## src/rtl/alu_writeback_stage_pkg.sv

```systemverilog
// Shared definitions for the ALU writeback stage: flag positions, branch codes, buffer states.
// Latency: n/a (declarations only).
// Backpressure: n/a.
package alu_writeback_stage_pkg;

    // Bit positions inside the 4-bit {S,Z,C,V} flag vector.
    localparam int FLAG_S = 3;
    localparam int FLAG_Z = 2;
    localparam int FLAG_C = 1;
    localparam int FLAG_V = 0;

    // Branch condition encodings; 100..110 are reserved and never taken.
    localparam logic [2:0] BR_BE     = 3'b000;
    localparam logic [2:0] BR_BLT    = 3'b001;
    localparam logic [2:0] BR_BLE    = 3'b010;
    localparam logic [2:0] BR_BNE    = 3'b011;
    localparam logic [2:0] BR_ALWAYS = 3'b111;

    // Occupancy of the 2-entry skid buffer.
    typedef enum logic [1:0] {
        BUF_EMPTY = 2'd0,
        BUF_ONE   = 2'd1,
        BUF_TWO   = 2'd2
    } buf_state_t;

endpackage

```

## src/rtl/branch_cond_eval.sv

```systemverilog
// Branch decision from a {S,Z,C,V} flag vector and a 3-bit condition code.
// Latency: purely combinational.
// Backpressure: none.
module branch_cond_eval
    import alu_writeback_stage_pkg::*;
(
    input  logic [3:0] flags,
    input  logic [2:0] br_cond,
    output logic       taken
);

    logic s_xor_v;
    logic unused_carry;

    assign s_xor_v      = flags[FLAG_S] ^ flags[FLAG_V];
    // No supported condition looks at carry.
    assign unused_carry = flags[FLAG_C];

    // Decode the condition; reserved codes fall through to not-taken.
    always_comb begin
        taken = 1'b0;
        case (br_cond)
            BR_BE:     taken = flags[FLAG_Z];
            BR_BLT:    taken = s_xor_v;
            BR_BLE:    taken = flags[FLAG_Z] | s_xor_v;
            BR_BNE:    taken = ~flags[FLAG_Z];
            BR_ALWAYS: taken = 1'b1;
            default:   taken = 1'b0;
        endcase
    end

endmodule

```

## src/rtl/alu_writeback_stage.sv

```systemverilog
// ALU result capture into a 2-entry skid buffer feeding register writeback; owns CCR and branch eval.
// Latency: 1 cycle accept-to-out_valid; ccr visible 1 cycle after accept (FLAG_BYPASS_EN forwards in_flags to br_taken).
// Backpressure: in_ready = buffer not full (registered state only); head held stable while out_ready is low.
module alu_writeback_stage
    import alu_writeback_stage_pkg::*;
#(
    parameter int DATA_W = 16,
    parameter int RD_W   = 3
) (
    input  logic              clk,
    input  logic              rst_n,
    input  logic              in_valid,
    output logic              in_ready,
    input  logic [DATA_W-1:0] in_result,
    input  logic [3:0]        in_flags,
    input  logic [RD_W-1:0]   in_rd,
    input  logic              in_we,
    input  logic              in_flag_we,
    output logic              out_valid,
    input  logic              out_ready,
    output logic [DATA_W-1:0] out_result,
    output logic [RD_W-1:0]   out_rd,
    output logic              out_we,
    input  logic              flush,
    output logic [3:0]        ccr,
    input  logic [2:0]        br_cond,
    output logic              br_taken
);

    typedef struct packed {
        logic [DATA_W-1:0] result;
        logic [RD_W-1:0]   rd;
        logic              we;
    } entry_t;

    buf_state_t state, state_nxt;
    entry_t     head, tail, in_entry;
    logic       accept, pop;
    logic       load_head, load_tail, shift_tail;
    logic [3:0] br_flags;

    assign in_ready  = (state != BUF_TWO);
    assign out_valid = (state != BUF_EMPTY);
    assign accept    = in_valid & in_ready;
    assign pop       = out_valid & out_ready;
    assign in_entry  = '{result: in_result, rd: in_rd, we: in_we};

    assign out_result = head.result;
    assign out_rd     = head.rd;
    assign out_we     = head.we;

    // Buffer occupancy register.
    always_ff @(posedge clk or negedge rst_n) begin
        if (!rst_n) state <= BUF_EMPTY;
        else        state <= state_nxt;
    end

    // Next occupancy and which slot moves; flush overrides everything including a same-cycle accept.
    always_comb begin
        state_nxt  = state;
        load_head  = 1'b0;
        load_tail  = 1'b0;
        shift_tail = 1'b0;
        case (state)
            BUF_EMPTY: begin
                if (accept) begin
                    state_nxt = BUF_ONE;
                    load_head = 1'b1;
                end
            end
            BUF_ONE: begin
                if (accept && pop) begin
                    load_head = 1'b1;
                end else if (accept) begin
                    state_nxt = BUF_TWO;
                    load_tail = 1'b1;
                end else if (pop) begin
                    state_nxt = BUF_EMPTY;
                end
            end
            BUF_TWO: begin
                if (pop) begin
                    state_nxt  = BUF_ONE;
                    shift_tail = 1'b1;
                end
            end
            default: state_nxt = BUF_EMPTY;
        endcase
        if (flush) begin
            state_nxt  = BUF_EMPTY;
            load_head  = 1'b0;
            load_tail  = 1'b0;
            shift_tail = 1'b0;
        end
    end

    // Entry storage: head is written only on fill-from-empty, replace-on-pop or tail promotion.
    always_ff @(posedge clk or negedge rst_n) begin
        if (!rst_n) begin
            head <= '0;
            tail <= '0;
        end else begin
            if (load_head)       head <= in_entry;
            else if (shift_tail) head <= tail;
            if (load_tail)       tail <= in_entry;
        end
    end

    // CCR commits at accept regardless of flush: flags belong to an executed instruction.
    always_ff @(posedge clk or negedge rst_n) begin
        if (!rst_n)                   ccr <= 4'b0000;
        else if (accept && in_flag_we) ccr <= in_flags;
    end

`ifdef FLAG_BYPASS_EN
    // Forward flags being committed this cycle so a following branch needs no bubble.
    assign br_flags = (accept && in_flag_we) ? in_flags : ccr;
`else
    assign br_flags = ccr;
`endif

    branch_cond_eval u_branch_cond_eval (
        .flags   (br_flags),
        .br_cond (br_cond),
        .taken   (br_taken)
    );

endmodule

```

## config.mk

```make
export PLATFORM = sky130hd
export DESIGN_NAME = alu_writeback_stage
export DESIGN_NICKNAME = d
export VERILOG_FILES = /design/src/rtl/alu_writeback_stage_pkg.sv /design/src/rtl/branch_cond_eval.sv /design/src/rtl/alu_writeback_stage.sv
export SDC_FILE = /design/constraint.sdc
export NUM_CORES = 1
export LEC_CHECK = 0
export CORE_MARGIN = 4
export CORE_UTILIZATION = 47
export DETAILED_ROUTE_END_ITERATION = 10
export PLACE_DENSITY = 0.79
export SLEW_MARGIN = 0
export SYNTH_ARGS = -nofsm -noshare
export SYNTH_HDL_FRONTEND = slang
export SYNTH_SLANG_ARGS = --single-unit
```

## constraint.sdc

```tcl
create_clock -name clk -period 1.9 [get_ports clk]
set_input_delay 0.38 -clock clk [delete_from_list [all_inputs] [get_ports clk]]
set_output_delay 0.38 -clock clk [all_outputs]
set_load 0.01 [all_outputs]
```

Word-level counts from Yosys, hierarchy flattened:

Index checks and enable logic that the tools add are counted.

* eq/ne operators: 11
* multiplexer cells: 20
* bitwise gates (word level): 5
* reduce and logical (&&, ||, !) cells: 7

Operator list (number)
* $mux 20: 2
* $mux 2: 6
* $mux 1: 9
* $ne 3x3->1 const B: 3
* $eq 3x2->1 const B: 2
* $pmux 2 s3: 1
* $pmux 1 s5: 1
* $ne 4x4->1 const B: 1
* $reduce_and 4->1: 1
* $reduce_bool 2->1: 2
* $eq 3x1->1 const B: 1
* $eq 3x3->1 const B: 1
* $logic_not 3->1: 1
* $and 1x1->1: 2
* $eq 2x1->1 const B: 1
* $eq 2x2->1 const B: 1
* $logic_and 1x1->1: 2
* $logic_not 2->1: 1
* $ne 2x2->1 const B: 1
* $pmux 1 s2: 1
* $not 1->1: 1
* $or 1x1->1: 1
* $xor 1x1->1: 1

* register bits: 46
* bits of input ports: 33

Logic depth before layout (Yosys ltp):

Gate-level depths: netlist (run 1).

* depth after elaboration: 7
* gate-level depth with buffers: 6
* mapped depth without buffers: 5

Modules after synthesis:

Synthesis (run 1) repeated with hierarchy kept, for this count alone.

* cells, all modules: 143
* area, all modules: 1960.6 um^2

By module, submodules not included
* alu_writeback_stage: instances 1, cells each 136, area each 1908.1 um^2, sequential area each 1151.1 um^2
* branch_cond_eval: instances 1, cells each 7, area each 52.6 um^2, sequential area each 0.0 um^2

Least setup slack after synthesis (run 1):

OpenSTA, ideal clock, no wires.

* kind: register -> register
* start: register state[1]
* end: register head, in the netlist out_rd[0]
* library setup time: 125 ps
* data arrival time: 1369 ps
* required time: 1775 ps
* slack: 406 ps
* stages on the path, launching flop included: 6
* buffers on the path: 1
* clock period less this slack: 1494 ps
* cells stage by stage: dfrtp_1 -> nor3b_2 -> nand2_1 -> buf_2 -> mux2_1 -> mux2_2

* cells in the longest elaborated chain, start to end: 7
* elaborated cells on any way between the ends: 17

Ends and longest elaborated chain
* from (decl): line alu_writeback_stage.sv:36 `buf_state_t state, state_nxt;`
* from (signal assigned): line alu_writeback_stage.sv:55 `else state <= state_nxt;`
* $ne 2x2->1 or $reduce_bool 2->1 (tied branches): line alu_writeback_stage.sv:42, alu_writeback_stage.sv:43
* $and 1x1->1, on equally long branches: line alu_writeback_stage.sv:44, alu_writeback_stage.sv:45
* $logic_and 1x1->1: line alu_writeback_stage.sv:72 `if (accept && pop) begin`
* $mux 1: line alu_writeback_stage.sv:72
* $pmux 1 s2: line alu_writeback_stage.sv:64 `case (state)`
* $mux 1: line alu_writeback_stage.sv:89 `if (flush) begin`
* $mux 20 or $reduce_bool 2->1 (tied branches)
* to (signal assigned): line alu_writeback_stage.sv:103 `if (load_head) head <= in_entry;`
* to (signal assigned): line alu_writeback_stage.sv:104 `else if (shift_tail) head <= tail;`
* to (decl): line alu_writeback_stage.sv:37 `entry_t head, tail, in_entry;`

Several ways; a longest one is shown, not always the timed one.
A chain may end at the register's enable or synchronous reset.

Worst setup path in the final report (run 1):

* start: input in_valid
* end: register head, in the netlist out_result[2]

* cells in the longest elaborated chain, start to end: 6
* elaborated cells on any way between the ends: 8

Ends and longest elaborated chain
* from (decl): line alu_writeback_stage.sv:12 `input logic in_valid,`
* $and 1x1->1 *: line alu_writeback_stage.sv:44 `assign accept = in_valid & in_ready;`
* $logic_and 1x1->1: line alu_writeback_stage.sv:72
* $mux 1: line alu_writeback_stage.sv:72
* $pmux 1 s2 *: line alu_writeback_stage.sv:64
* $mux 1 *: line alu_writeback_stage.sv:89
* $mux 20 or $reduce_bool 2->1 (tied branches)

Mark *: on every way between the ends. The rest lies on a longest branch, timed or not.

==> reports/qor.yml, run 1 <==
drv_cap: 0
coreArea_mm2: 0.00412
status: "completed"
synthDistinctLibCells: 21
core.rowCount: 23
dp_hpwl_um: 3120
path_delay_family: "buffers and inverters"
cts_root_buffer: "clkbuf_8"
cp_max_fo: 17
hold_class: "in2async"
yosys.area_share.xor_xnor_pct: 0.427
grt_use_met1_pct: 19.8
syn_nets: 175
drive_gt1_share_pct: 32.1
synthCells: 142
p_seq_share_pct: 46.4
peakVddDrop_mv: 0.599
grt.busiest_layer: "met2"
antenna_found_initial: 0
fp.dieW_um: 74.1
hold_viol: 0
syn_to_final_growth_pct: 41.6
worstPathArrival_ps: 2000
p_per_area_mw_per_mm2: 1070
die_h_um: 74.1
io_pins: 60
antennaDiodeCount: 0
start_kind: "primary input"
synth_top_family_by_area: "multiplexers"
drc_errors: 0
htreeDepth: 2
first_iter_violations: 36
skew_ps: 3.92
syn_area_mm2: 0.00205
switching_share_pct: 26.6
hold_buffers: 0
path_buf_inv: 2
endpoint_kind: "flip-flop"
synth_adder_area_share_pct: 0
overflow: 0
fin_nets: 247
wl_per_cell_um: 15.9
internal_power_mw: 2.29
grt_first_pass_wirelength_um: 6930
gp_congestion: 0.789
p_clk_share_pct: 19.1
port_buffers: 59
netSwitchingPower_uw: 828
grt_pass1_vias: 1514
seq_area_frac_synth_pct: 56.1
num_vias: 1358
max-slew-margin-rel_pct: 54.3
final_common_cell: "clkdlybuf4s50_1"
synth_mux_area_share_pct: 35.0
yosys_warnings: 0
path_cells: "clkdlybuf4s50_1 > nor3b_2 > nand2_1 > buf_12 > mux2_1 > mux2_2"
wl_um: 4220
grtUsageMet3_pct: 4.32
initial_core_util_pct: 49.9
cp.required_ps: 2070
use_met2_pct: 28.5
clock_latency_ps: 290
timing.final.crit_share_pct: 96.1
max_stage_delay_ps: 510
cpMaxStageDelayCell: "clkdlybuf4s50_1"
tightest_slew_ps: 685
tritoncts: "built"
viasPerCell: 5.12
ctsLongestPathBuffers: 2
final_core_util_pct: 70.7
slew_violations: 0
layout_common_cells: "clkdlybuf4s50_1, dfrtp_1, mux2_2"
grt_max_degree: 33
crit_type: "in2reg"
placed_cell_area_mm2: 0.00278
synth_compound_area_share_pct: 2.44
p_leak_nw: 1.27
setup_viol: 0
synthSimpleGateAreaFrac_pct: 4.02
combPwrFrac_pct: 34.5
numCtsBuffers: 5
drtPass1Iterations: 4
synth-seq-cells: 46
antenna_left: 0
path_clk_slew_ps: 80
period_minus_slack_ps: 1830
track_usage_pct: 16.6
syn_avg_cell_area_um2: 14.5
clock_sinks: 46
fmax_mhz: 548
dieArea_mm2: 0.00549
design_area_mm2: 0.00291
flip-flops by register name (all words and copies together), names as in the netlist:
signal / cells
out_rd: 3
out_result: 16
tail: 20
ccr: 4
out_we: 1
state: 2
synth_stat cells:
cell      count  share of area, %
nor3_1        1              0.24
nor3b_2       1              0.61
and3_1        1              0.30
inv_1         2              0.37
o21a_1        1              0.37
o211ai_1      1              0.37
a21oi_1       4              0.98
mux2i_1       1              0.49
o21ai_0       2              0.49
or2_2         1              0.30
mux2_2       42                23
dfrtp_1      46                56
nand3b_1      1              0.37
o21ai_1       1              0.24
xor2_1        1              0.43
nor2b_1       2              0.61
mux2_1       21                12
nand2b_1      4               1.2
buf_2         6               1.5
nand2_1       2              0.37
clkbuf_1      1              0.18
path summary, 6_finish.rpt:
| kind | startpoint | slack (ps) | cells after the start | end |
|---|---|---|---|---|
| max | in_valid | 70 | 6 | out_result[2] |
| min | rst_n | 130 | 1 | out_rd[0] |
| max reg2reg | state[1] | 140 | 6 | out_result[2] |
| min reg2reg | tail[5] | 500 | 1 | tail[5] |
| max in group asynchronous | rst_n | 1190 | 2 | out_result[6] |
| min in group clk | tail[5] | 500 | 1 | tail[5] |
metrics by stage:
stage	setup TNS, ps	setup slack, ps	instances	hold WS, ps	total power [mW]
after global placement	-3780	-255	254	449	2.49
after global routing	-11.8	-11.8	265	172	3.32
after floorplan	0	406	142	84.4	1.94
after detailed placement	-4480	-320	254	463	2.55
final	0	74.8	265	128	3.11
after CTS	0	17.5	263	145	3.15
layer usage:
metal	wire, µm	up-vias
met2	2170	34
met5	0	-
met1	1750	667
met4	63	0
li1	-	651
met3	236	6
logic make-up after synthesis:
family / after synthesis
mux: 64
flops: 46
simple gates: 13
compound gates: 9
buf+inv: 9
xor+xnor: 1
worst register-to-register path: stages, from the launching register on:
cell     delay, ps
dfrtp_1        420
buf_4          150
nor3b_2        180
nand2_1        130
buf_12         180
mux2_1         320
mux2_2         260
what timing repair did:
action,in CTS,in global routing
resized for setup,5,4
pin swaps,1,0
buffers inserted,1,2
endpoints found under the setup margin,1,3
power groups by stage:
stage / combinational [mW] / clock, mW / sequential, mW
after floorplan: 0.413 / 0 / 1.52
after global placement: 1.04 / 0 / 1.44
after detailed placement: 1.08 / 0 / 1.46
after CTS: 1.09 / 0.620 / 1.44
after global routing: 1.17 / 0.669 / 1.48
final: 1.08 / 0.595 / 1.44
area by class of cell:
cell class,count,area [µm²]
Multi-Input combinational cell,87,875
Tap cell,50,62.6
Fill cell,274,1210
Timing Repair Buffer,72,721
Inverter,2,7.51
Clock buffer,7,86.3
Sequential cell,46,1150
Clock inverter,1,5.00
No activity file was read; power rests on OpenSTA's default activity.
==> inputs of run 2 (changes only) <==
- CORE_UTILIZATION: 47 -> 50
- PLACE_DENSITY: 0.79 -> 0.84
- clock period: 1.9 -> 2.3 ns (I/O delays scaled with it)
==> reports/qor.yml, run 2 (synthesis gave the netlist of run 1 again) <==
clock_latency_ps: 280
status: "completed"
fillers: 283
initial_core_util_pct: 51.3
wl_um: 4080
path_cells: "clkdlybuf4s50_1 > a21oi_1 > o21a_1 > o21ai_0 > dlygate4sd2_1"
max_stage_delay_ps: 500
peakVddDrop_mv: 0.500
fin_nets: 241
timing.final.crit_share_pct: 89.8
max-slew-margin-rel_pct: 62.5
grt_max_degree: 47
start_kind: "primary input"
viasPerCell: 5.21
antenna_left: 0
cp.required_ps: 1840
final_common_cell: "clkdlybuf4s50_1"
cts_root_buffer: "clkbuf_8"
ctsLongestPathBuffers: 2
coreArea_mm2: 0.00400
crit_type: "in2out"
worstPathArrival_ps: 1600
setup_viol: 0
num_vias: 1349
placed_cell_area_mm2: 0.00272
antenna_found_initial: 0
fmax_mhz: 484
worstReg2RegStart: "state[1]"
dp_hpwl_um: 3090
p_leak_nw: 1.21
period_minus_slack_ps: 2060
hold_viol: 0
antennaDiodeCount: 0
endpoint_kind: "output pin"
r2r_setup_slack_ps: 650
grt_first_pass_wirelength_um: 7130
port_buffers: 59
drv_cap: 0
largest_register_ff_count: 20
overflow: 0
first_iter_violations: 31
rsz0062_at_grt: "false"
r2r_cells: 5
regMostFlops: "tail"
postCtsSetupBuffers: 0
core.rowCount: 23
timing.critical_path.from: "br_cond[1]"
post_cts_resized: 1
hold_class: "in2async"
fp.dieW_um: 72.1
track_usage_pct: 17.4
cpMaxStageDelayCell: "clkdlybuf4s50_1"
io_pins: 60
slew_violations: 0
drtPass1Iterations: 3
grt_pass1_vias: 1525
htreeDepth: 2
cp_max_fo: 3
clock_sinks: 46
syn_to_final_growth_pct: 37.1
worstReg2RegEnd: "out_result[12]"
dieArea_mm2: 0.00520
tightest_slew_ps: 563
wl_per_cell_um: 15.7
design_area_mm2: 0.00281
die_h_um: 72.1
cp-endpoint: "br_taken"
layout_common_cells: "clkdlybuf4s50_1, dfrtp_1, mux2_2"
p_per_area_mw_per_mm2: 902
drive_gt1_share_pct: 28.7
final_core_util_pct: 70.3
tritoncts: "built"
drc_errors: 0
numCtsBuffers: 5
gp_congestion: 0.815
path_clk_slew_ps: 70
hold_buffers: 0
skew_ps: 6.35
[run 2: cell count changes in the layout (fill, tap and decap cells not counted), moves of 2 or more]
cell             delta
clkdlybuf4s50_1     +2
buf_4               -3
buf_12              -3
dlymetal6s2s_1      -2
[run 2: per-layer routing]
metal,share of wire [%],up-vias,GRT usage [%],wire [µm]
li1,-,639,-,-
met1,40,668,20.6,1640
met2,54,38,31.1,2190
met3,5.2,4,5.12,211
met4,0.88,0,3.76,36
met5,0,-,0,0
[run 2: through the flow]
stage               TNS (ps)  total power, mW  setup slack, ps  std cells  hold WS (ps)
floorplan                  0             1.60              729        142           164
global placement       -23.0             2.04            -23.0        251           470
detailed placement     -51.0             2.09            -51.0        251           490
CTS                        0             2.58              224        259           271
global route               0             2.71              168        259           289
finish                     0             2.54              236        259           244
[run 2: cell type report]
| class | count | area (µm²) | share of cell area, % |
|---|---|---|---|
| Clock buffer | 7 | 86.3 | 3.07 |
| Clock inverter | 1 | 5.00 | 0.178 |
| Inverter | 2 | 7.51 | 0.267 |
| Multi-Input combinational cell | 87 | 865 | 30.7 |
| Sequential cell | 46 | 1150 | 40.9 |
| Tap cell | 50 | 62.6 | 2.22 |
| Timing Repair Buffer | 66 | 637 | 22.6 |
[run 2: where the power goes]
| group | switching [mW] | internal (mW) |
|---|---|---|
| clock network | 0.239 | 0.242 |
| registers | 0.132 | 1.06 |
| logic | 0.294 | 0.567 |
| total | 0.665 | 1.87 |
[run 2: worst min-delay path by stage]
stage | start | end | slack [ps] | cells past startpoint
6_report | rst_n | ccr[3] | 240 | 2
5_1_grt | rst_n | ccr[1] | 290 | 2
4_1_cts | rst_n | out_result[11] | 270 | 2
3_5_place_dp | tail[5] | tail[5] | 490 | 1
3_3_place_gp | tail[5] | tail[5] | 470 | 1
2_1_floorplan | rst_n | ccr[0] | 160 | 0
[run 2: worst max-delay path, delay by kind of cell]
kind | cells | cell delay, ps
AO/OA/AOI/OAI | 3 | 360
buffers and inverters | 2 | 780
